### src/rtl/mem_port_arbiter_if.sv
// Bundles the ifetch, load/store and memory-port signals of mem_port_arbiter.
// Direction suffixes are from the arbiter's point of view; slave = arbiter, master = environment.
interface mem_port_arbiter_if #(
  parameter int unsigned ADDR_W = 64,
  parameter int unsigned DATA_W = 64
);
  logic              if_req_i;
  logic [ADDR_W-1:0] if_addr_i;
  logic              if_gnt_o;
  logic              if_rvalid_o;
  logic [31:0]       if_rdata_o;

  logic              ls_req_i;
  logic              ls_we_i;
  logic [ADDR_W-1:0] ls_addr_i;
  logic [DATA_W-1:0] ls_wdata_i;
  logic [1:0]        ls_size_i;
  logic              ls_gnt_o;
  logic              ls_rvalid_o;
  logic [DATA_W-1:0] ls_rdata_o;

  logic              mem_req_o;
  logic              mem_we_o;
  logic [ADDR_W-1:0] mem_addr_o;
  logic [DATA_W-1:0] mem_wdata_o;
  logic [1:0]        mem_size_o;
  logic              mem_gnt_i;
  logic              mem_rvalid_i;
  logic [DATA_W-1:0] mem_rdata_i;

  logic              timeout_o;

  modport slave (
    input  if_req_i, if_addr_i,
    output if_gnt_o, if_rvalid_o, if_rdata_o,
    input  ls_req_i, ls_we_i, ls_addr_i, ls_wdata_i, ls_size_i,
    output ls_gnt_o, ls_rvalid_o, ls_rdata_o,
    output mem_req_o, mem_we_o, mem_addr_o, mem_wdata_o, mem_size_o,
    input  mem_gnt_i, mem_rvalid_i, mem_rdata_i,
    output timeout_o
  );

  modport master (
    output if_req_i, if_addr_i,
    input  if_gnt_o, if_rvalid_o, if_rdata_o,
    output ls_req_i, ls_we_i, ls_addr_i, ls_wdata_i, ls_size_i,
    input  ls_gnt_o, ls_rvalid_o, ls_rdata_o,
    input  mem_req_o, mem_we_o, mem_addr_o, mem_wdata_o, mem_size_o,
    output mem_gnt_i, mem_rvalid_i, mem_rdata_i,
    input  timeout_o
  );
endinterface

### src/rtl/mem_port_arbiter.sv
// Shares one memory port between ifetch and load/store, one outstanding transaction at a time.
// Define MEM_ARB_RR_EN for round-robin arbitration; default is fixed priority (load/store first).
module mem_port_arbiter #(
  parameter int unsigned ADDR_W   = 64,
  parameter int unsigned DATA_W   = 64,
  parameter int unsigned WAIT_MAX = 255
) (
  input logic               clock,
  input logic               reset,
  mem_port_arbiter_if.slave bus
);
  localparam int unsigned CNT_W = $clog2(WAIT_MAX + 1);

  typedef enum logic [1:0] {StIdle, StWaitGnt, StWaitRsp} state_e;

  state_e            r_state, w_state_d;
  logic [CNT_W-1:0]  r_cnt, w_cnt_d;
  logic              r_owner_ls;
  logic              r_we;
  logic [ADDR_W-1:0] r_addr;
  logic [DATA_W-1:0] r_wdata;
  logic [1:0]        r_size;
  logic              r_timeout;

  logic w_accept;
  logic w_pick_ls;
  logic w_done;
  logic w_expire;
  logic w_cnt_last;

  assign w_accept   = (r_state == StIdle) && (bus.if_req_i || bus.ls_req_i);
  assign w_cnt_last = (r_cnt == CNT_W'(WAIT_MAX - 1));
  assign w_done     = bus.mem_rvalid_i &&
                      ((r_state == StWaitRsp) || ((r_state == StWaitGnt) && bus.mem_gnt_i));

`ifdef MEM_ARB_RR_EN
  // The owner of the last grant is also the last-served requester; on a tie the other one wins.
  assign w_pick_ls = bus.ls_req_i && (!bus.if_req_i || !r_owner_ls);
`else
  assign w_pick_ls = bus.ls_req_i;
`endif

  always_ff @(posedge clock or posedge reset) begin
    if (reset) begin
      r_state <= StIdle;
    end else begin
      r_state <= w_state_d;
    end
  end

  always_comb begin
    w_state_d = r_state;
    w_expire  = 1'b0;
    case (r_state)
      StIdle: begin
        if (w_accept) w_state_d = StWaitGnt;
      end
      StWaitGnt, StWaitRsp: begin
        if (w_done) begin
          w_state_d = StIdle;
        end else if ((r_state == StWaitGnt) && bus.mem_gnt_i) begin
          w_state_d = StWaitRsp;
        end else if (w_cnt_last) begin
          w_state_d = StIdle;
          w_expire  = 1'b1;
        end
      end
      default: w_state_d = StIdle;
    endcase
  end

  always_comb begin
    w_cnt_d = r_cnt;
    if (w_state_d != r_state) begin
      w_cnt_d = '0;
    end else if ((r_state != StIdle) && (r_cnt != CNT_W'(WAIT_MAX))) begin
      w_cnt_d = r_cnt + 1'b1;
    end
  end

  always_comb begin
    bus.if_gnt_o    = w_accept && !w_pick_ls;
    bus.ls_gnt_o    = w_accept && w_pick_ls;
    bus.mem_req_o   = (r_state == StWaitGnt);
    bus.mem_we_o    = 1'b0;
    bus.mem_addr_o  = '0;
    bus.mem_wdata_o = '0;
    bus.mem_size_o  = '0;
    if (r_state == StWaitGnt) begin
      bus.mem_we_o    = r_we;
      bus.mem_addr_o  = r_addr;
      bus.mem_wdata_o = r_wdata;
      bus.mem_size_o  = r_size;
    end
    bus.if_rvalid_o = w_done && !r_owner_ls;
    bus.ls_rvalid_o = w_done && r_owner_ls;
    bus.if_rdata_o  = bus.if_rvalid_o ? bus.mem_rdata_i[31:0] : 32'd0;
    bus.ls_rdata_o  = bus.ls_rvalid_o ? bus.mem_rdata_i : '0;
    bus.timeout_o   = r_timeout;
  end

  always_ff @(posedge clock or posedge reset) begin
    if (reset) begin
      r_cnt      <= '0;
      r_owner_ls <= 1'b0;
      r_we       <= 1'b0;
      r_addr     <= '0;
      r_wdata    <= '0;
      r_size     <= '0;
      r_timeout  <= 1'b0;
    end else begin
      r_cnt <= w_cnt_d;
      if (w_expire) r_timeout <= 1'b1;
      if (w_accept) begin
        r_owner_ls <= w_pick_ls;
        if (w_pick_ls) begin
          r_we    <= bus.ls_we_i;
          r_addr  <= bus.ls_addr_i;
          r_wdata <= bus.ls_wdata_i;
          r_size  <= bus.ls_size_i;
        end else begin
          r_we    <= 1'b0;
          r_addr  <= bus.if_addr_i;
          r_wdata <= '0;
          r_size  <= 2'd2;
        end
      end
    end
  end
endmodule

### src/flat_wrapper.sv
// flat-port wrapper written by rule: the top's interface ports become plain ports
module mem_port_arbiter_flat 
#(
  parameter int unsigned ADDR_W   = 64,
  parameter int unsigned DATA_W   = 64,
  parameter int unsigned WAIT_MAX = 255
)
  (clock, reset, bus_if_req_i, bus_if_addr_i, bus_if_gnt_o, bus_if_rvalid_o, bus_if_rdata_o, bus_ls_req_i, bus_ls_we_i, bus_ls_addr_i, bus_ls_wdata_i, bus_ls_size_i, bus_ls_gnt_o, bus_ls_rvalid_o, bus_ls_rdata_o, bus_mem_req_o, bus_mem_we_o, bus_mem_addr_o, bus_mem_wdata_o, bus_mem_size_o, bus_mem_gnt_i, bus_mem_rvalid_i, bus_mem_rdata_i, bus_timeout_o);
  mem_port_arbiter_if #(.ADDR_W(ADDR_W), .DATA_W(DATA_W)) bus_i ();
  input logic clock;
  input logic reset;
  input wire logic [$bits(bus_i.if_req_i)-1:0] bus_if_req_i;
  input wire logic [$bits(bus_i.if_addr_i)-1:0] bus_if_addr_i;
  output wire logic [$bits(bus_i.if_gnt_o)-1:0] bus_if_gnt_o;
  output wire logic [$bits(bus_i.if_rvalid_o)-1:0] bus_if_rvalid_o;
  output wire logic [$bits(bus_i.if_rdata_o)-1:0] bus_if_rdata_o;
  input wire logic [$bits(bus_i.ls_req_i)-1:0] bus_ls_req_i;
  input wire logic [$bits(bus_i.ls_we_i)-1:0] bus_ls_we_i;
  input wire logic [$bits(bus_i.ls_addr_i)-1:0] bus_ls_addr_i;
  input wire logic [$bits(bus_i.ls_wdata_i)-1:0] bus_ls_wdata_i;
  input wire logic [$bits(bus_i.ls_size_i)-1:0] bus_ls_size_i;
  output wire logic [$bits(bus_i.ls_gnt_o)-1:0] bus_ls_gnt_o;
  output wire logic [$bits(bus_i.ls_rvalid_o)-1:0] bus_ls_rvalid_o;
  output wire logic [$bits(bus_i.ls_rdata_o)-1:0] bus_ls_rdata_o;
  output wire logic [$bits(bus_i.mem_req_o)-1:0] bus_mem_req_o;
  output wire logic [$bits(bus_i.mem_we_o)-1:0] bus_mem_we_o;
  output wire logic [$bits(bus_i.mem_addr_o)-1:0] bus_mem_addr_o;
  output wire logic [$bits(bus_i.mem_wdata_o)-1:0] bus_mem_wdata_o;
  output wire logic [$bits(bus_i.mem_size_o)-1:0] bus_mem_size_o;
  input wire logic [$bits(bus_i.mem_gnt_i)-1:0] bus_mem_gnt_i;
  input wire logic [$bits(bus_i.mem_rvalid_i)-1:0] bus_mem_rvalid_i;
  input wire logic [$bits(bus_i.mem_rdata_i)-1:0] bus_mem_rdata_i;
  output wire logic [$bits(bus_i.timeout_o)-1:0] bus_timeout_o;
  assign bus_i.if_req_i = bus_if_req_i;
  assign bus_i.if_addr_i = bus_if_addr_i;
  assign bus_if_gnt_o = bus_i.if_gnt_o;
  assign bus_if_rvalid_o = bus_i.if_rvalid_o;
  assign bus_if_rdata_o = bus_i.if_rdata_o;
  assign bus_i.ls_req_i = bus_ls_req_i;
  assign bus_i.ls_we_i = bus_ls_we_i;
  assign bus_i.ls_addr_i = bus_ls_addr_i;
  assign bus_i.ls_wdata_i = bus_ls_wdata_i;
  assign bus_i.ls_size_i = bus_ls_size_i;
  assign bus_ls_gnt_o = bus_i.ls_gnt_o;
  assign bus_ls_rvalid_o = bus_i.ls_rvalid_o;
  assign bus_ls_rdata_o = bus_i.ls_rdata_o;
  assign bus_mem_req_o = bus_i.mem_req_o;
  assign bus_mem_we_o = bus_i.mem_we_o;
  assign bus_mem_addr_o = bus_i.mem_addr_o;
  assign bus_mem_wdata_o = bus_i.mem_wdata_o;
  assign bus_mem_size_o = bus_i.mem_size_o;
  assign bus_i.mem_gnt_i = bus_mem_gnt_i;
  assign bus_i.mem_rvalid_i = bus_mem_rvalid_i;
  assign bus_i.mem_rdata_i = bus_mem_rdata_i;
  assign bus_timeout_o = bus_i.timeout_o;
  mem_port_arbiter #(.ADDR_W(ADDR_W), .DATA_W(DATA_W), .WAIT_MAX(WAIT_MAX)) u_core (.clock(clock), .reset(reset), .bus(bus_i));
endmodule
### config.mk
export PLATFORM = sky130hd
export DESIGN_NAME = mem_port_arbiter_flat
export DESIGN_NICKNAME = d
export VERILOG_FILES = /design/src/rtl/mem_port_arbiter_if.sv /design/src/rtl/mem_port_arbiter.sv /design/src/flat_wrapper.sv
export SDC_FILE = /design/constraint.sdc
export NUM_CORES = 1
export LEC_CHECK = 0
export ABC_CLOCK_PERIOD_IN_PS = 5800
export CELL_PAD_IN_SITES_DETAIL_PLACEMENT = 1
export CELL_PAD_IN_SITES_GLOBAL_PLACEMENT = 1
export CORE_AREA = 2 2 194 196
export DETAILED_ROUTE_END_ITERATION = 8
export DIE_AREA = 0 0 196 198
export PLACE_DENSITY_LB_ADDON = 0.1
export SYNTH_ARGS = -nofsm -noshare
export SYNTH_HDL_FRONTEND = slang
export SYNTH_SLANG_ARGS = --single-unit
### constraint.sdc
create_clock -name clock -period 5.8 [get_ports clock]
set_input_delay 0.87 -clock clock [delete_from_list [all_inputs] [get_ports clock]]
set_output_delay 0.87 -clock clock [all_outputs]
set_load 0.01 [all_outputs]
# Yosys cells after proc, flatten, opt, wreduce, memory -nomap -nowiden

Index checks and enable logic that the tools add are counted.
Widths: inputs -> output; s select.

Register bits: 143

$add $sub $neg: 1
Equality and inequality tests: 5
Mux-type cells: 21
Reductions and logical operators: 16

Operators with widths:

| operator            | number |
|---|---|
| $mux 64             | 5 |
| $mux 32             | 1 |
| $mux 8              | 2 |
| $mux 2              | 6 |
| $add 8x1->8 const B | 1 |
| $eq 8x8->1 const B  | 1 |
| $logic_and 1x1->1   | 8 |
| $ne 8x8->1 const B  | 1 |
| $mux 1              | 6 |
| $pmux 2 s2          | 1 |
| $reduce_bool 2->1   | 2 |
| $eq 2x1->1 const B  | 1 |
| $eq 2x2->1 const B  | 1 |
| $logic_not 1->1     | 2 |
| $logic_not 2->1     | 1 |
| $logic_or 1x1->1    | 2 |
| $ne 2x2->1          | 1 |
| $reduce_or 2->1     | 1 |

# Depth between registers and ports, before layout

Gate-level depths: netlist of run 1.

Word-level depth: 8
Mapped depth: 8

# Least setup slack after synthesis of run 1

No wires, ideal clock.

Kind: input to output
Start point: in bus_ls_req_i
End point: out bus_if_gnt_o
Arrival: 1.737 ns
Setup slack: 3.193 ns
Cell stages on the path: 6
Cell sequence: buf_2 > o21ai_1 > buf_2 > buf_2 > buf_2 > nor2_1

Cells in the longest elaborated chain, start to end: 3

RTL lines:

| what                | RTL line               | source |
|---|---|---|
| start: declaration  | flat_wrapper.sv:17     | `input wire logic [$bits(bus_i.ls_req_i)-1:0] bus_ls_req_i;` |
| $logic_or 1x1->1    | mem_port_arbiter.sv:31 | `assign w_accept = (r_state == StIdle) && (bus.if_req_i \|\| bus.ls_req_i);` |
| $logic_and 1x1->1   | mem_port_arbiter.sv:31 |  |
| $logic_and 1x1->1 * | mem_port_arbiter.sv:82 | `bus.if_gnt_o = w_accept && !w_pick_ls;` |
| end: declaration    | flat_wrapper.sv:14     | `output wire logic [$bits(bus_i.if_gnt_o)-1:0] bus_if_gnt_o;` |

Every way passes the cells marked *; elsewhere a longest branch is shown, timed or not.

# Final worst setup path of run 1

Start point: reg u_core.r_state[1]
End point: out bus_if_rdata_o[1]

Cells in the longest elaborated chain, start to end: 6

RTL lines:

| what                     | RTL line               | source |
|---|---|---|
| start: declaration       | mem_port_arbiter.sv:16 | `state_e r_state, w_state_d;` |
| start signal: assignment | mem_port_arbiter.sv:45 | `r_state <= StIdle;` |
| start signal: assignment | mem_port_arbiter.sv:47 | `r_state <= w_state_d;` |
| $eq 2x1->1               | mem_port_arbiter.sv:34 | `((r_state == StWaitRsp) \|\| ((r_state == StWaitGnt) && bus.mem_gnt_i));` |
| $logic_and 1x1->1        | mem_port_arbiter.sv:34 |  |
| $logic_or 1x1->1 *       | mem_port_arbiter.sv:34 |  |
| $logic_and 1x1->1 *      | mem_port_arbiter.sv:33 | `assign w_done = bus.mem_rvalid_i &&` |
| $logic_and 1x1->1 *      | mem_port_arbiter.sv:95 | `bus.if_rvalid_o = w_done && !r_owner_ls;` |
| $mux 32 *                | mem_port_arbiter.sv:97 | `bus.if_rdata_o = bus.if_rvalid_o ? bus.mem_rdata_i[31:0] : 32'd0;` |
| end: declaration         | flat_wrapper.sv:16     | `output wire logic [$bits(bus_i.if_rdata_o)-1:0] bus_if_rdata_o;` |

Marks and branches as above.

==> summary.txt, run 1 <==
Most used DFF post-synth: dfrtp_1
Hold endpoint: u_core.r_wdata[1]
Final WL: 33.2 mm
Layout Nets: 1633
Core Box Area: 0.0370 mm²
Mapped cell area: 0.00793 mm²
DR iter-0 viols: 243
Initial core utilization: 21.5%
Global route overflow: 0
Worst slew margin: 36.0%
Max Slew Vio Count: 0
Post-layout util: 37.7%
Final Critical Period: 4.30 ns
Yosys warnings: 0
HP Class: reg2reg
Slowest CP cell: nor2_2
CP endpoint kind: output port
Final setup fails: 0
Hold path startpoint: u_core.r_wdata[1]
Drt via density: 4.25
CTS Root Cell: clkbuf_16
Clock buffer depth: 2
Setup Skew: 0.00533 ns
FILL cells: 4256
Static Leak: 6.03 nW
Status: finished clean
Die ar.: 0.0388 mm²
Asr flop ratio synth: 100%
Total Routing Usage GR: 17.0%
Worst hold stages: 2
CP Launch Type: register
Reg2reg path depth: 7
IO Port Bufs: 497
Final period utilization: 74.1%
Post-CTS Repair Setup Buffers: 0
Die width: 196 µm
#FFs+latches synth: 143
Vias: 7850
Power Density: 436 mW/mm²
Max Freq: 233 MHz
Hold Slack: 0.457 ns
R2r endpoint: u_core.r_cnt[6]
Post-detailed-route count of antenna-violating nets: 0
Initial antenna violation count: 0
Sequential-to-total area share from yosys stat: 45.1%
Register clock-pin slew on the reported worst setup and hold paths: 0.07 ns
Cts-stage hold buffer count: 0
Design Area, Final: 0.0139 mm²
Final Instance Count excl. Fillers: 1849
WS Path Type: reg2out
Cell Area, Placed: 0.0133 mm²
H-tree depth: 4
Critical Path RT: 4.93 ns
CTS tree: done
P&R area growth vs syn: 75.4%
Leading cell type in the layout, fill and taps excluded: clkdlybuf4s50_1
Largest net degree at the start of global routing: 107
Die height: 198 µm
WP data arrival: 3.43 ns
RePlAce Congestion: 0.729
Fin. Hold Viols: 0
Syn Inst Count: 907
CTS resizes: 0
# rows: 71
First-pass GRT wire length: 50.0 mm
Placed cells: 1817
Worst-skew pair later-pin latency: 0.43 ns
Commonest non-fill, non-tap cells in the layout: clkdlybuf4s50_1, and2_1, nand2_1
CP max FO: 64
Unique cell type count in the Yosys netlist: 39
CP Cell Sequence: inv_1 -> ha_4 -> a21o_1 -> nand2_1 -> nor2_2 -> and2_1 -> clkdlybuf4s50_1
Dpl hpwl: 24.7 mm
RSZ-0062 raised after global routing: false
# IOs: 498
Wire per inst: 17.9 µm
Number of global-route vias before repair: 8156
Reg-to-Reg Start: u_core.r_state[1]
Max rail drop VDD: 0.228 mV
Syn nets: 1178
Max incr delay on CP: 0.73 ns
Share of layout cells above drive strength 1: 4.15%
CTS buffer count: 17
Setup TNS: 0 ns
R2r setup slk: 2.72 ns
# clock sinks: 143
Worst-Margin Slew: 0.961 ns
EDFF count, synth: 0
MaxCap Viol Count: 0
Drc violations: 0
TritonRoute pass-1 iters: 4
Mapped Avg Cell Area: 8.75 µm²
## routing by layer
layer,track usage (%),part of all wire [%]
met1,18.8,39
met2,30.9,52
met3,5.81,7.7
met4,4.74,1.7
met5,0,0
## how the worst max path moves through the flow
| stage | start | endpoint | slack (ns) | cells after the start |
|---|---|---|---|---|
| after CTS | u_core.r_state[1] | bus_if_rdata_o[1] | 1.36 | 7 |
| after detailed placement | bus_mem_gnt_i | bus_if_rdata_o[1] | 1.80 | 6 |
| after floorplan | reset | u_core.bus.timeout_o | 1.09 | 1 |
| after global placement | bus_mem_gnt_i | bus_if_rdata_o[13] | 1.91 | 6 |
| after global routing | u_core.r_state[1] | bus_if_rdata_o[5] | 1.05 | 7 |
| final | u_core.r_state[1] | bus_if_rdata_o[1] | 1.50 | 7 |
## layout make-up
| class | count | area (µm²) | area share (%) |
|---|---|---|---|
| diodes | 1 | 2.50 | 0.0180 |
| well taps | 474 | 593 | 4.26 |
| clock buffers | 22 | 484 | 3.48 |
| repair buffers | 506 | 5040 | 36.2 |
| clock inverters | 9 | 133 | 0.953 |
| flip-flops and latches | 143 | 3580 | 25.7 |
| inverters | 6 | 27.5 | 0.198 |
| multi-input cells | 688 | 4060 | 29.1 |
## sequential cells by signal (all words and copies together), names as in the netlist
| signal | cells |
|---|---|
| u_core.r_cnt | 8 |
| u_core.r_state | 2 |
| u_core.r_size | 2 |
| u_core.r_we | 1 |
| u_core.bus.timeout_o | 1 |
| u_core.r_wdata | 64 |
| u_core.r_addr | 64 |
| u_core.r_owner_ls | 1 |
## kinds of logic after synthesis
logic type	Yosys count	synth area share, %
flops	143	45.1
simple gates	526	34.2
mux	64	8.07
xor+xnor	7	0.773
buf+inv	76	4.15
fa+ha+maj	6	0.946
compound gates	85	6.77
## Yosys cell counts, drive strengths merged, types with 2 or more instances
cell,count,area share (%)
and2,229,18
nand2,203,9.6
dfrtp,143,45
nand3,69,4.4
o21ai,67,4.2
mux2i,64,8.1
clkbuf,40,1.9
buf,30,2.0
nor3,9,0.63
xnor2,7,0.77
a211oi,6,0.88
ha,6,0.95
inv,6,0.28
nor2,5,0.24
a21oi,4,0.30
and3,3,0.32
nand3b,3,0.44
a2111oi,2,0.54
a21o,2,0.19
## report_power, final
part           switching, W  total, W  internal, W
clock network      0.000446   0.00117     0.000719
registers          0.000232   0.00170      0.00147
logic               0.00165   0.00320      0.00154
## per-stage QoR
step	worst slack [ns]	total power, W
after detailed placement	1.80	0.00501
after CTS	1.36	0.00622
final	1.50	0.00607
after floorplan	1.09	0.00331
after global routing	1.05	0.00656
after global placement	1.91	0.00496
## worst max-delay path, delay by kind of cell, from the launching register on
kind                       cells  cell delay [ns]
adders and majority gates      1             0.55
DFF                            1             0.46
and+or+nand+nor                3             1.06
AOI/OAI and AO/OA              1             0.25
buffers and inverters          2             0.67
Power figures use the tool's default switching activity.
==> run 2, diff against run 1 <==
ABC_CLOCK_PERIOD_IN_PS = 4400   (was 5800)
clock period = 4.4 ns   (was 5.8 ns; I/O delays follow)
==> summary.txt, run 2 (synthesized netlist as in run 1, its figures left out) <==
Status: finished clean (unchanged)
Top flop regs: u_core.r_addr (64), u_core.r_wdata (64), u_core.r_cnt (8) (unchanged)
H-tree depth: 4 (unchanged)
Slowest CP cell: and3_2 (was nor2_2)
Dpl hpwl: 25.1 mm (was 24.7 mm)
Pre-CTS setup slack: 0.910 ns (was 1.80 ns)
Switching power of the nets: 0.00310 W (was 0.00233 W)
# clock sinks: 143 (unchanged)
Final Instance Count excl. Fillers: 1849 (unchanged)
WP buf/inv: 2 (unchanged)
Largest net degree at the start of global routing: 200 (was 107)
Drt via density: 4.20 (was 4.25)
Post-layout util: 37.6% (was 37.7%)
Leading cell type in the layout, fill and taps excluded: clkdlybuf4s50_1 (unchanged)
WS Path Type: reg2out (unchanged)
Worst-Margin Slew: 0.862 ns (was 0.961 ns)
Final Critical Period: 3.69 ns
Core Box Area: 0.0370 mm² (unchanged)
Total Routing Usage GR: 17.2% (was 17.0%)
CTS resizes: 0 (unchanged)
Power Density: 569 mW/mm² (was 436 mW/mm²)
CTS Root Cell: clkbuf_16 (unchanged)
Commonest non-fill, non-tap cells in the layout: clkdlybuf4s50_1, and2_1, nand2_1 (unchanged)
First-pass GRT wire length: 50.5 mm (was 50.0 mm)
Static Leak: 6.02 nW (was 6.03 nW)
Drc violations: 0 (unchanged)
R2r setup slk: 1.62 ns (was 2.72 ns)
FILL cells: 4269 (was 4256)
Die width: 196 µm (unchanged)
CP max FO: 65 (was 64)
Max rail drop VDD: 0.344 mV (was 0.228 mV)
Global route overflow: 0 (unchanged)
Setup Skew: 0.00910 ns (was 0.00533 ns)
Initial core utilization: 21.5% (unchanged)
MaxCap Viol Count: 0 (unchanged)
Post-detailed-route count of antenna-violating nets: 0 (unchanged)
CP Cell Sequence: inv_1 -> ha_4 -> a21o_1 -> and3_2 -> and2_1 -> clkdlybuf4s50_1 (was inv_1 -> ha_4 -> a21o_1 -> nand2_1 -> nor2_2 -> and2_1 -> clkdlybuf4s50_1)
Post-CTS Repair Setup Buffers: 0 (unchanged)
P&R area growth vs syn: 75.0% (was 75.4%)
# rows: 71 (unchanged)
# IOs: 498 (unchanged)
CTS buffer count: 17 (unchanged)
DR iter-0 viols: 231 (was 243)
CTS tree: done (unchanged)
Critical Path RT: 3.74 ns (was 4.93 ns)
Final WS setup: 0.707 ns (was 1.50 ns)
Placed cells: 1816 (was 1817)
Vias: 7765 (was 7850)
TritonRoute pass-1 iters: 4 (unchanged)
CP endpoint kind: output port (unchanged)
Register clock-pin slew on the reported worst setup and hold paths: 0.06 ns (was 0.07 ns)
Critical path's top delay family: simple AND/OR/NAND/NOR gates (unchanged)
RePlAce Congestion: 0.807 (was 0.729)
Share of layout cells above drive strength 1: 4.22% (was 4.15%)
Final setup fails: 0 (unchanged)
Switching share of total power: 39.2% (was 38.4%)
Clk pwr share: 18.0% (was 19.2%)
Die ar.: 0.0388 mm² (unchanged)
Pint: 0.00480 W (was 0.00374 W)
Number of global-route vias before repair: 7879 (was 8156)
Max Freq: 271 MHz
Max Slew Vio Count: 0 (unchanged)
Layout Nets: 1632 (was 1633)
CP Launch Type: register (unchanged)
Final WL: 33.7 mm (was 33.2 mm)
Cts-stage hold buffer count: 0 (unchanged)
Setup TNS: 0 ns (unchanged)
HP Class: reg2reg (unchanged)
Sequential Power Share: 28.3% (was 28.1%)
Worst slew margin: 42.5% (was 36.0%)
Final period utilization: 83.9%
Gate power share: 53.7% (was 52.7%)
Clock buffer depth: 2 (unchanged)
WP data arrival: 3.03 ns (was 3.43 ns)
Wire per inst: 18.3 µm (was 17.9 µm)
Fin. Hold Viols: 0 (unchanged)
Initial antenna violation count: 1 (was 0)
Die height: 198 µm (unchanged)
IO Port Bufs: 497 (unchanged)
Worst-skew pair later-pin latency: 0.42 ns (was 0.43 ns)
Max incr delay on CP: 0.74 ns (was 0.73 ns)
RSZ-0062 raised after global routing: false (unchanged)
run 2: tightest hold or removal path, stage by stage, from the launching register on:
cell and delay, ns:
dfrtp_1 0.33, nand2_1 0.05, nand2_1 0.04
run 2: area by class of cell:
type                       instances  area (µm²)  area share, %
antenna                            1        2.50         0.0180
clock buffer                      20         457           3.29
clock inverter                    12         109          0.784
inverter                           6        26.3          0.189
multi-input combinational        688        4060           29.2
sequential                       143        3580           25.8
tap                              474         593           4.27
timing repair buffer             505        5060           36.5
run 2: routing by layer:
metal,up-vias,track usage [%],part of all wire [%]
met5,-,0,0
met4,0,3.96,1.2
met3,20,5.62,7.5
met2,272,31.4,52
met1,3630,19.5,40
li1,3843,-,-
run 2: metrics by stage:
| stage | power (W) | hold slack [ns] | instance area (µm²) |
|---|---|---|---|
| global route | 0.00857 | 0.486 | 13900 |
| global placement | 0.00656 | 0.441 | 13300 |
| CTS | 0.00809 | 0.461 | 13900 |
| floorplan | 0.00436 | 0.430 | 7940 |
| finish | 0.00790 | 0.454 | 13900 |
| detailed placement | 0.00661 | 0.448 | 13300 |
run 2: final timing paths:
kind,start,endpoint,cells past startpoint
worst max-delay path,u_core.r_state[1],bus_ls_rdata_o[52],6
worst min-delay path,u_core.r_wdata[14],u_core.r_wdata[14],2
worst max register to register,u_core.r_state[0],u_core.r_cnt[5],7
worst min register to register,u_core.r_wdata[14],u_core.r_wdata[14],2
max in group asynchronous,reset,u_core.r_addr[42],3
min in group asynchronous,reset,u_core.r_we,3
run 2: power groups by stage:
stage               Clock, W  Combinational, W  Sequential, W
finish               0.00142           0.00424        0.00224
global route         0.00155           0.00469        0.00233
CTS                  0.00148           0.00436        0.00225
detailed placement         0           0.00435        0.00227
global placement           0           0.00432        0.00223
floorplan                  0           0.00219        0.00217
==> run 3, diff against run 2 <==
ABC_CLOCK_PERIOD_IN_PS = 3200   (was 4400)
CORE_AREA = unset   (was 2 2 194 196)
CORE_ASPECT_RATIO = 0.7   (was unset)
CORE_MARGIN = 2   (was unset)
CORE_UTILIZATION = 23   (was unset)
DIE_AREA = unset   (was 0 0 196 198)
clock period = 3.2 ns   (was 4.4 ns; I/O delays follow)
==> summary.txt, run 3 (synthesized netlist as in run 1, its figures left out) <==
Sequential Power Share: 28.0% (was 28.3%)
Worst slew margin: 44.1% (was 42.5%)
TritonRoute pass-1 iters: 4 (unchanged)
Final WL: 34.3 mm (was 33.7 mm)
Total Routing Usage GR: 19.0% (was 17.2%)
Clock buffer depth: 2 (unchanged)
MaxCap Viol Count: 0 (unchanged)
Status: finished clean (unchanged)
Number of global-route vias before repair: 8170 (was 7879)
Die ar.: 0.0360 mm² (was 0.0388 mm²)
Worst-skew pair later-pin latency: 0.43 ns (was 0.42 ns)
Switching power of the nets: 0.00432 W (was 0.00310 W)
Share of layout cells above drive strength 1: 5.07% (was 4.22%)
CTS Root Cell: clkbuf_16 (unchanged)
Cts-stage hold buffer count: 0 (unchanged)
Die height: 159 µm (was 198 µm)
Design Area, Final: 0.0140 mm² (was 0.0139 mm²)
RePlAce Congestion: 0.771 (was 0.807)
Pint: 0.00666 W (was 0.00480 W)
CP Launch Type: register (unchanged)
Max Freq: 332 MHz
Wire per inst: 18.5 µm (was 18.3 µm)
# rows: 56 (was 71)
Die width: 226 µm (was 196 µm)
Setup Skew: 0.00931 ns (was 0.00910 ns)
Setup TNS: 0 ns (unchanged)
Final period utilization: 94.0%
Final Power: 0.0110 W (was 0.00790 W)
Initial core utilization: 23.5% (was 21.5%)
Vias: 7814 (was 7765)
CP max FO: 33 (was 65)
Global route overflow: 0 (unchanged)
Cell Area, Placed: 0.0134 mm² (was 0.0133 mm²)
CTS resizes: 0 (unchanged)
Layout Nets: 1640 (was 1632)
Worst-Margin Slew: 0.836 ns (was 0.862 ns)
Static Leak: 6.08 nW (was 6.02 nW)
Leading cell type in the layout, fill and taps excluded: clkdlybuf4s50_1 (unchanged)
Fin. Hold Viols: 0 (unchanged)
WS Path Type: reg2out (unchanged)
Post-CTS Repair Setup Buffers: 0 (unchanged)
P&R area growth vs syn: 76.9% (was 75.0%)
CP endpoint kind: output port (unchanged)
Critical Path RT: 2.72 ns (was 3.74 ns)
HP Class: in2reg (was reg2reg)
Origin of the worst setup path: u_core.r_state[1] (unchanged)
# IOs: 498 (unchanged)
WP data arrival: 2.53 ns (was 3.03 ns)
Register clock-pin slew on the reported worst setup and hold paths: 0.06 ns (about the same)
IO Port Bufs: 497 (unchanged)
Commonest non-fill, non-tap cells in the layout: clkdlybuf4s50_1, and2_1, nand2_1 (unchanged)
CTS tree: done (unchanged)
RSZ-0062 raised after global routing: false (unchanged)
Drc violations: 0 (unchanged)
DR iter-0 viols: 427 (was 231)
Final Critical Period: 3.01 ns
Largest net degree at the start of global routing: 146 (was 200)
Initial antenna violation count: 5 (was 1)
Drt via density: 4.23 (was 4.20)
H-tree depth: 4 (unchanged)
Final setup fails: 0 (unchanged)
First-pass GRT wire length: 52.1 mm (was 50.5 mm)
Gate power share: 54.1% (was 53.7%)
Power Density: 783 mW/mm² (was 569 mW/mm²)
Max rail drop VDD: 0.484 mV (was 0.344 mV)
Core Box Area: 0.0337 mm² (was 0.0370 mm²)
Max Slew Vio Count: 0 (unchanged)
# clock sinks: 143 (unchanged)
Hold path startpoint: bus_ls_req_i (was u_core.r_wdata[14])
Reg-to-Reg Start: u_core.r_state[1] (was u_core.r_state[0])
Clk pwr share: 17.9% (was 18.0%)
CTS buffer count: 17 (unchanged)
Dpl hpwl: 25.7 mm (was 25.1 mm)
Switching share of total power: 39.3% (was 39.2%)
Post-detailed-route count of antenna-violating nets: 0 (unchanged)
Top flop regs: u_core.r_addr (64), u_core.r_wdata (64), u_core.r_cnt (8) (unchanged)
-- run 3: layout make-up --
type	instances	area (µm²)
antenna	2	5.00
tap	464	581
multi-input combinational	688	4060
fill	3838	19700
clock buffer	18	439
clock inverter	14	135
timing repair buffer	513	5200
sequential	143	3580
inverter	6	26.3
-- run 3: metal layers --
metal | share of wire (%) | vias to the layer above | global-route usage (%)
li1 | - | 3863 | -
met3 | 7.0 | 33 | 6.09
met2 | 46 | 188 | 30.0
met5 | 0.16 | - | 0
met4 | 1.2 | 8 | 4.27
met1 | 46 | 3722 | 25.2
-- run 3: metrics by stage --
stage / util [%] / std cells / setup slack [ns] / hold slack, ns
floorplan: - / 907 / 0.929 / 0.430
global placement: 39.8 / 1813 / 0.352 / 0.441
detailed placement: 39.8 / 1813 / 0.349 / 0.448
CTS: 41.5 / 1845 / 0.0248 / 0.375
global route: 41.6 / 1846 / 0.0161 / 0.394
finish: 41.6 / 1848 / 0.191 / 0.403
-- run 3: critical path, cell delays in order, from the launching register on --
cell and delay [ns]:
dfrtp_2 0.45, inv_1 0.13, ha_4 0.17, a21o_1 0.16
and3_4 0.25, buf_12 0.19, and2_1 0.18, clkdlybuf4s50_1 0.56
-- run 3: worst paths after layout --
kind,end,slack (ns),cells after the start
setup / recovery,bus_ls_rdata_o[47],0.19,7
hold / removal,u_core.r_wdata[4],0.40,3
setup reg to reg,u_core.r_cnt[3],0.97,7
hold reg to reg,u_core.r_wdata[6],0.46,2
max in group asynchronous,u_core.r_wdata[7],1.94,3
min in group asynchronous,u_core.r_addr[23],0.56,2
-- run 3: power groups by stage --
stage          logic [W]  clock network, W  registers (W)
2_1_floorplan    0.00301                 0        0.00298
3_3_place_gp     0.00597                 0        0.00306
3_5_place_dp     0.00602                 0        0.00311
4_1_cts          0.00605           0.00205        0.00308
5_1_grt          0.00654           0.00213        0.00321
6_report         0.00594           0.00197        0.00308
==> edit 1, RTL diff (config.mk and constraints of run 3) <==
Re-encode `state_e` (3 states) as one-hot, 3 bits wide.
--- a/src/rtl/mem_port_arbiter.sv
+++ b/src/rtl/mem_port_arbiter.sv
@@ -12,5 +12,5 @@
   localparam int unsigned CNT_W = $clog2(WAIT_MAX + 1);
 
-  typedef enum logic [1:0] {StIdle, StWaitGnt, StWaitRsp} state_e;
+  typedef enum logic [2:0] {StIdle = 3'b001, StWaitGnt = 3'b010, StWaitRsp = 3'b100} state_e;
 
   state_e            r_state, w_state_d;
Check against the original RTL: no difference found for any inputs over 4 cycles, from zero or initial values and one cycle with reset high; so few cycles prove little.
==> edit 1 against run 3 <==
Area after synthesis down 3.3%; fmax shrank 2.4%; sequential power down 2%; highest routed layer unchanged; largest power group unchanged; sequential share of layout area rose by 0.46 points; setup slack got worse by 0.075 ns; hold slack gained 0.048 ns; routed wire length increased by 7.5%; power is 15% lower; cell area is 1.1% lower; sequential cell count grew 1.
==> edit 1: results (changes against run 3) <==
Yosys
  – Post-synth top cells: 228 x and2_1, 143 x dfrtp_1, 66 x a22o_1 (was 229 x and2_1, 203 x nand2_1, 143 x dfrtp_1)
  – Yosys warns: 0 (unchanged)
  – Unique cell type count in the Yosys netlist: 50 (was 39)
  – Post-synth top flop: dfrtp_1 (unchanged)
  – Main area contributors after synthesis: dfrtp_1 47%, and2_1 19%, a22o_1 7.5% (was dfrtp_1 45%, and2_1 18%, nand2_1 9.6%)
  – Async SR Flop Fraction: 1.000 (unchanged)
  – Post-synth net total: 1066 (was 1178)
  – Register area share after synthesis: 0.4697 (was 0.4510)

Finish
  – Nets: 1532 (was 1640)
  – Layout cell share with drive strength beyond 1: 0.06025 (was 0.05065)
  – Largest regs: u_core.r_addr x64, u_core.r_wdata x64, u_core.r_cnt x8 (unchanged)
  – Fill cells: 3660 (was 3838)

Critical path
  – Crit path DAT: 2.60 ns (was 2.53 ns)
  – Crit Path Max Fanout: 33 (unchanged)
  – R2R setup slack: 0.80 ns (was 0.97 ns)

Global route
  – Global-route wire length before repair: 53690 um (was 52140 um)
  – All-Layer GR Usage: 0.2057 (was 0.1898)
  – Number of global-route vias before repair: 8154 (was 8170)
  – Largest net degree at the start of global routing: 91 (was 146)
  – Initial antenna violation count: 3 (was 5)

Pwr
  – IR Drop Worst-Case VDD: 0.0003022 V (was 0.0004840 V)
  – P_leak: 0.005617 uW (was 0.006080 uW)

Timing
  – Least-Margin Pin Slew: 0.9750 ns (was 0.8361 ns)
  – F_max: 324.2 MHz (was 332.3 MHz)
  – Worst Skew: 0.007530 ns (was 0.009314 ns)

Drt
  – Drt pass-1 iters: 7 (was 4)
  – Via Count: 7842 (was 7814)
  – First DRT Iteration DRCs: 455 (was 427)
  – Final wirelength: 36830 um (was 34270 um)

Min path
  – Hold Path Class: primary input to register (unchanged)

CTS
  – Clock Latency Late Sink: 0.44 ns
  – Clock root cell: clkbuf_16 (unchanged)
  – Worst-path clk slew: 0.06 ns (about the same)
  – Cts bufs inserted: 17 (unchanged)
  – Clock Path Buffers: 2 (unchanged)
  – H-tree levels: 4 (unchanged)

Placement
  – IO Port Bufs: 497 (unchanged)
  – Routability Congestion: 0.8107 (was 0.7713)
  – DP HPWL: 27380 um (was 25700 um)
  – DP Area: 13100 um2 (was 13410 um2)
  – Pre-CTS WS: 0.1185 ns (was 0.3495 ns)

Status
  – Status: finished clean (unchanged)
[edit 1: cell count changes after synthesis, moves of 8 or more]
cell / before / now
a22o_1: 0 / 66
a22oi_1: 0 / 64
a31oi_1: 1 / 19
buf_2: 26 / 18
clkbuf_1: 40 / 48
mux2i_1: 64 / 0
nand2_1: 203 / 54
nand3_1: 69 / 2
nor2_1: 5 / 13
nor2b_1: 1 / 22
o21ai_0: 66 / 21
o21ai_1: 1 / 46
[edit 1: layout make-up]
class / count / area (um2) / area share
repair buffers: 521 / 5238 / 0.3773
diodes: 2 / 5.005 / 0.0003605
well taps: 427 / 534.3 / 0.03848
clock buffers: 19 / 452.9 / 0.03262
flip-flops and latches: 144 / 3607 / 0.2598
inverters: 5 / 22.52 / 0.001622
clock inverters: 13 / 256.5 / 0.01848
multi-input cells: 576 / 3767 / 0.2714
[edit 1: report_power, final]
part	switching [uW]	internal (uW)	total (uW)
sequential	424	2600	3030
combinational	1940	1880	3820
clock	857	1590	2440
[edit 1: path summary, 6_finish.rpt]
path / startpoint / endpoint / cells past startpoint
max in group asynchronous: reset / u_core.r_addr[54] / 3
min: bus_ls_req_i / u_core.r_addr[8] / 2
max: u_core.r_state[1] / bus_ls_rdata_o[43] / 6
min reg2reg: u_core.bus.timeout_o / u_core.bus.timeout_o / 1
max reg2reg: u_core.r_state[0] / u_core.r_wdata[19] / 5
min in group asynchronous: reset / u_core.r_wdata[12] / 2
[edit 1: kinds of logic (layout without fill, tap and decap cells)]
kind of cell / count (synthesis) / after routing / synth area share
simple gates: 333 / 333 / 0.2550
fa+ha+maj: 2 / 2 / 0.003260
compound gates: 237 / 237 / 0.2237
xor+xnor: 4 / 4 / 0.004566
other cells: 0 / 2 / 0
flops: 144 / 144 / 0.4697
buf+inv: 79 / 558 / 0.04385
[edit 1: metrics by stage]
step,hold slack [ns],cells
5_1_grt,0.4640,1707
6_report,0.4510,1707
2_1_floorplan,0.4474,799
4_1_cts,0.4235,1699
3_5_place_dp,0.4608,1667
3_3_place_gp,0.4530,1667
[edit 1: repair_timing]
item                                    4_1_cts  5_1_grt
pin swaps                                     0        1
resized for setup                             3        4
buffers inserted                              0        5
endpoints found under the setup margin       67       14
gates cloned                                  0        1
hold buffers                                  0        0
[edit 1: worst max-delay path, cell delays in order, from the launching register on]
cell             delay (ns)
dfrtp_2                0.45
nand2b_2               0.26
a2111oi_4              0.35
buf_4                  0.19
clkbuf_16              0.19
and2_1                 0.14
clkdlybuf4s50_1        0.55
[edit 1: per-layer routing]
| metal | share of wire | vias to the layer above | global-route usage |
|---|---|---|---|
| met2 | 0.47 | 209 | 0.3241 |
| met1 | 0.46 | 3885 | 0.2726 |
| li1 | - | 3709 | - |
| met3 | 0.053 | 37 | 0.05595 |
| met4 | 0.019 | 2 | 0.06999 |
| met5 | 0.00035 | - | 0 |
==> edit 2, RTL diff (settings of run 3) <==
Without the edit above. `WAIT_MAX` is set to 255 in 2 places; all go to 510.
--- a/src/rtl/mem_port_arbiter.sv
+++ b/src/rtl/mem_port_arbiter.sv
@@ -4,5 +4,5 @@
   parameter int unsigned ADDR_W   = 64,
   parameter int unsigned DATA_W   = 64,
-  parameter int unsigned WAIT_MAX = 255
+  parameter int unsigned WAIT_MAX = 510
 ) (
   input logic               clock,
--- a/src/flat_wrapper.sv
+++ b/src/flat_wrapper.sv
@@ -4,5 +4,5 @@
   parameter int unsigned ADDR_W   = 64,
   parameter int unsigned DATA_W   = 64,
-  parameter int unsigned WAIT_MAX = 255
+  parameter int unsigned WAIT_MAX = 510
 )
   (clock, reset, bus_if_req_i, bus_if_addr_i, bus_if_gnt_o, bus_if_rvalid_o, bus_if_rdata_o, bus_ls_req_i, bus_ls_we_i, bus_ls_addr_i, bus_ls_wdata_i, bus_ls_size_i, bus_ls_gnt_o, bus_ls_rvalid_o, bus_ls_rdata_o, bus_mem_req_o, bus_mem_we_o, bus_mem_addr_o, bus_mem_wdata_o, bus_mem_size_o, bus_mem_gnt_i, bus_mem_rvalid_i, bus_mem_rdata_i, bus_timeout_o);
Function: same outputs for any inputs over 4 cycles, from zero or initial values and one cycle with reset high; that may be too few to reach the edited logic, so the function may still have changed.
==> edit 2 against run 3 <==
Routed wire length increased by 0.52%; synthesized cell count up 1.2%; largest power group unchanged; power down 2.8%; via count increased by 1.9%; cell area rose by 0.54%; critical endpoint is now bus_ls_rdata_o[40]; setup slack got worse by 0.034 ns; first-iteration DRC count fell by 34%; area after synthesis barely moved; sequential cell count up 1.
==> edit 2: results (changes against run 3) <==
Status
  – Status: finished clean (unchanged)

Yosys
  – Main area contributors after synthesis: dfrtp_1 45%, and2_1 18%, nand2_1 9.6% (unchanged)
  – Register area share after synthesis: 0.4545 (was 0.4510)
  – Post-synth net total: 1190 (was 1178)

Critical path
  – Crit Path Max Fanout: 32 (was 33)
  – Crit path DAT: 2.56 ns (was 2.53 ns)

Placement
  – DP Area: 13420 um2 (was 13410 um2)
  – DP HPWL: 25890 um (was 25700 um)
  – Routability Congestion: 0.8238 (was 0.7713)

Drt
  – First DRT Iteration DRCs: 280 (was 427)
  – WL/cell: 18.52 um (was 18.55 um)
  – Via Count: 7963 (was 7814)

Pwr
  – P_leak: 0.006147 uW (was 0.006080 uW)
  – Logic power comb: 5420 uW (was 5940 uW)
  – Clk pwr share: 0.206 (was 0.179)
  – Sw frac: 0.3756 (was 0.3935)

Finish
  – Largest regs: u_core.r_addr x64, u_core.r_wdata x64, u_core.r_cnt x9 (was u_core.r_addr x64, u_core.r_wdata x64, u_core.r_cnt x8)
  – Nets: 1652 (was 1640)
  – Layout cell share with drive strength beyond 1: 0.04170 (was 0.05065)

Global route
  – Largest net degree at the start of global routing: 114 (was 146)
  – Global-route wire length before repair: 52250 um (was 52140 um)
  – Initial antenna violation count: 8 (was 5)
  – All-Layer GR Usage: 0.1909 (was 0.1898)

Min path
  – Hold Path Class: primary input to async pin (was primary input to register)

Timing
  – Worst Skew: 0.007926 ns (was 0.009314 ns)
  – Least-Margin Pin Slew: 0.8201 ns (was 0.8361 ns)
[edit 2: changes by cell type in the layout (fill, tap and decap cells not counted), sizes merged, moves of 4 or more]
cell | run 3 | this run
bufinv | 1 | 5
inv | 9 | 4
nor4 | 0 | 8
nand4 | 0 | 4
nor3 | 9 | 1
xnor2 | 7 | 3
[edit 2: layout make-up]
| type | count | area [um2] |
|---|---|---|
| clock inverters | 11 | 188.9 |
| multi-input cells | 699 | 4056 |
| inverters | 5 | 22.52 |
| fillers | 3907 | 19590 |
| repair buffers | 513 | 5201 |
| diodes | 5 | 12.51 |
| flip-flops and latches | 144 | 3603 |
| clock buffers | 19 | 442.9 |
| well taps | 464 | 580.6 |
[edit 2: critical path, cell delays in order (launching register included)]
cell and delay [ns]:
dfrtp_1 0.49, inv_1 0.11, ha_1 0.22, a21o_1 0.19
and3_2 0.27, clkbuf_16 0.20, and2_1 0.16, clkdlybuf4s50_1 0.49
[edit 2: timing repair]
item,4_1_cts,5_1_grt
setup endpoints to repair,0,49
hold buffers,0,0
gates resized for setup,0,6
setup buffers,0,0
[edit 2: cell families (layout without fill, tap and decap cells)]
logic type      count (synthesis)  in the layout  synth area share
compound gates                 85             85           0.05965
xor+xnor                        6              6          0.006629
fa+ha+maj                       7              7           0.01105
buf+inv                        75            548           0.03724
flops                         144            144            0.4545
mux                            66             66           0.08332
other cells                     0              5                 0
simple gates                  535            535            0.3476
[edit 2: worst paths after layout]
| kind | start | to | slack, ns | cells after the start |
|---|---|---|---|---|
| worst min register to register | u_core.r_wdata[57] | u_core.r_wdata[57] | 0.46 | 2 |
| worst max register to register | u_core.r_state[1] | u_core.r_cnt[4] | 0.94 | 8 |
| max in group asynchronous | reset | u_core.r_addr[9] | 2.00 | 3 |
| min in group clock | bus_ls_req_i | u_core.r_wdata[61] | 0.41 | 3 |
| worst min-delay path | reset | u_core.r_wdata[58] | 0.39 | 2 |
| worst max-delay path | u_core.r_state[0] | bus_ls_rdata_o[40] | 0.16 | 7 |
[edit 2: per-stage QoR]
stage               total power [uW]  utilization  cells
global route                   11560       0.4186   1860
detailed placement              8607       0.3983   1824
global placement                8503       0.3983   1824
CTS                            10870       0.4171   1854
finish                         10680       0.4186   1860
floorplan                       5678            -    918
[edit 2: metal layers]
| metal | global-route usage | share of wire | vias to the layer above |
|---|---|---|---|
| met4 | 0.05178 | 0.013 | 4 |
| met2 | 0.3392 | 0.52 | 226 |
| met5 | 0 | 0.00081 | - |
| li1 | - | - | 3912 |
| met1 | 0.2170 | 0.39 | 3792 |
| met3 | 0.06477 | 0.079 | 29 |
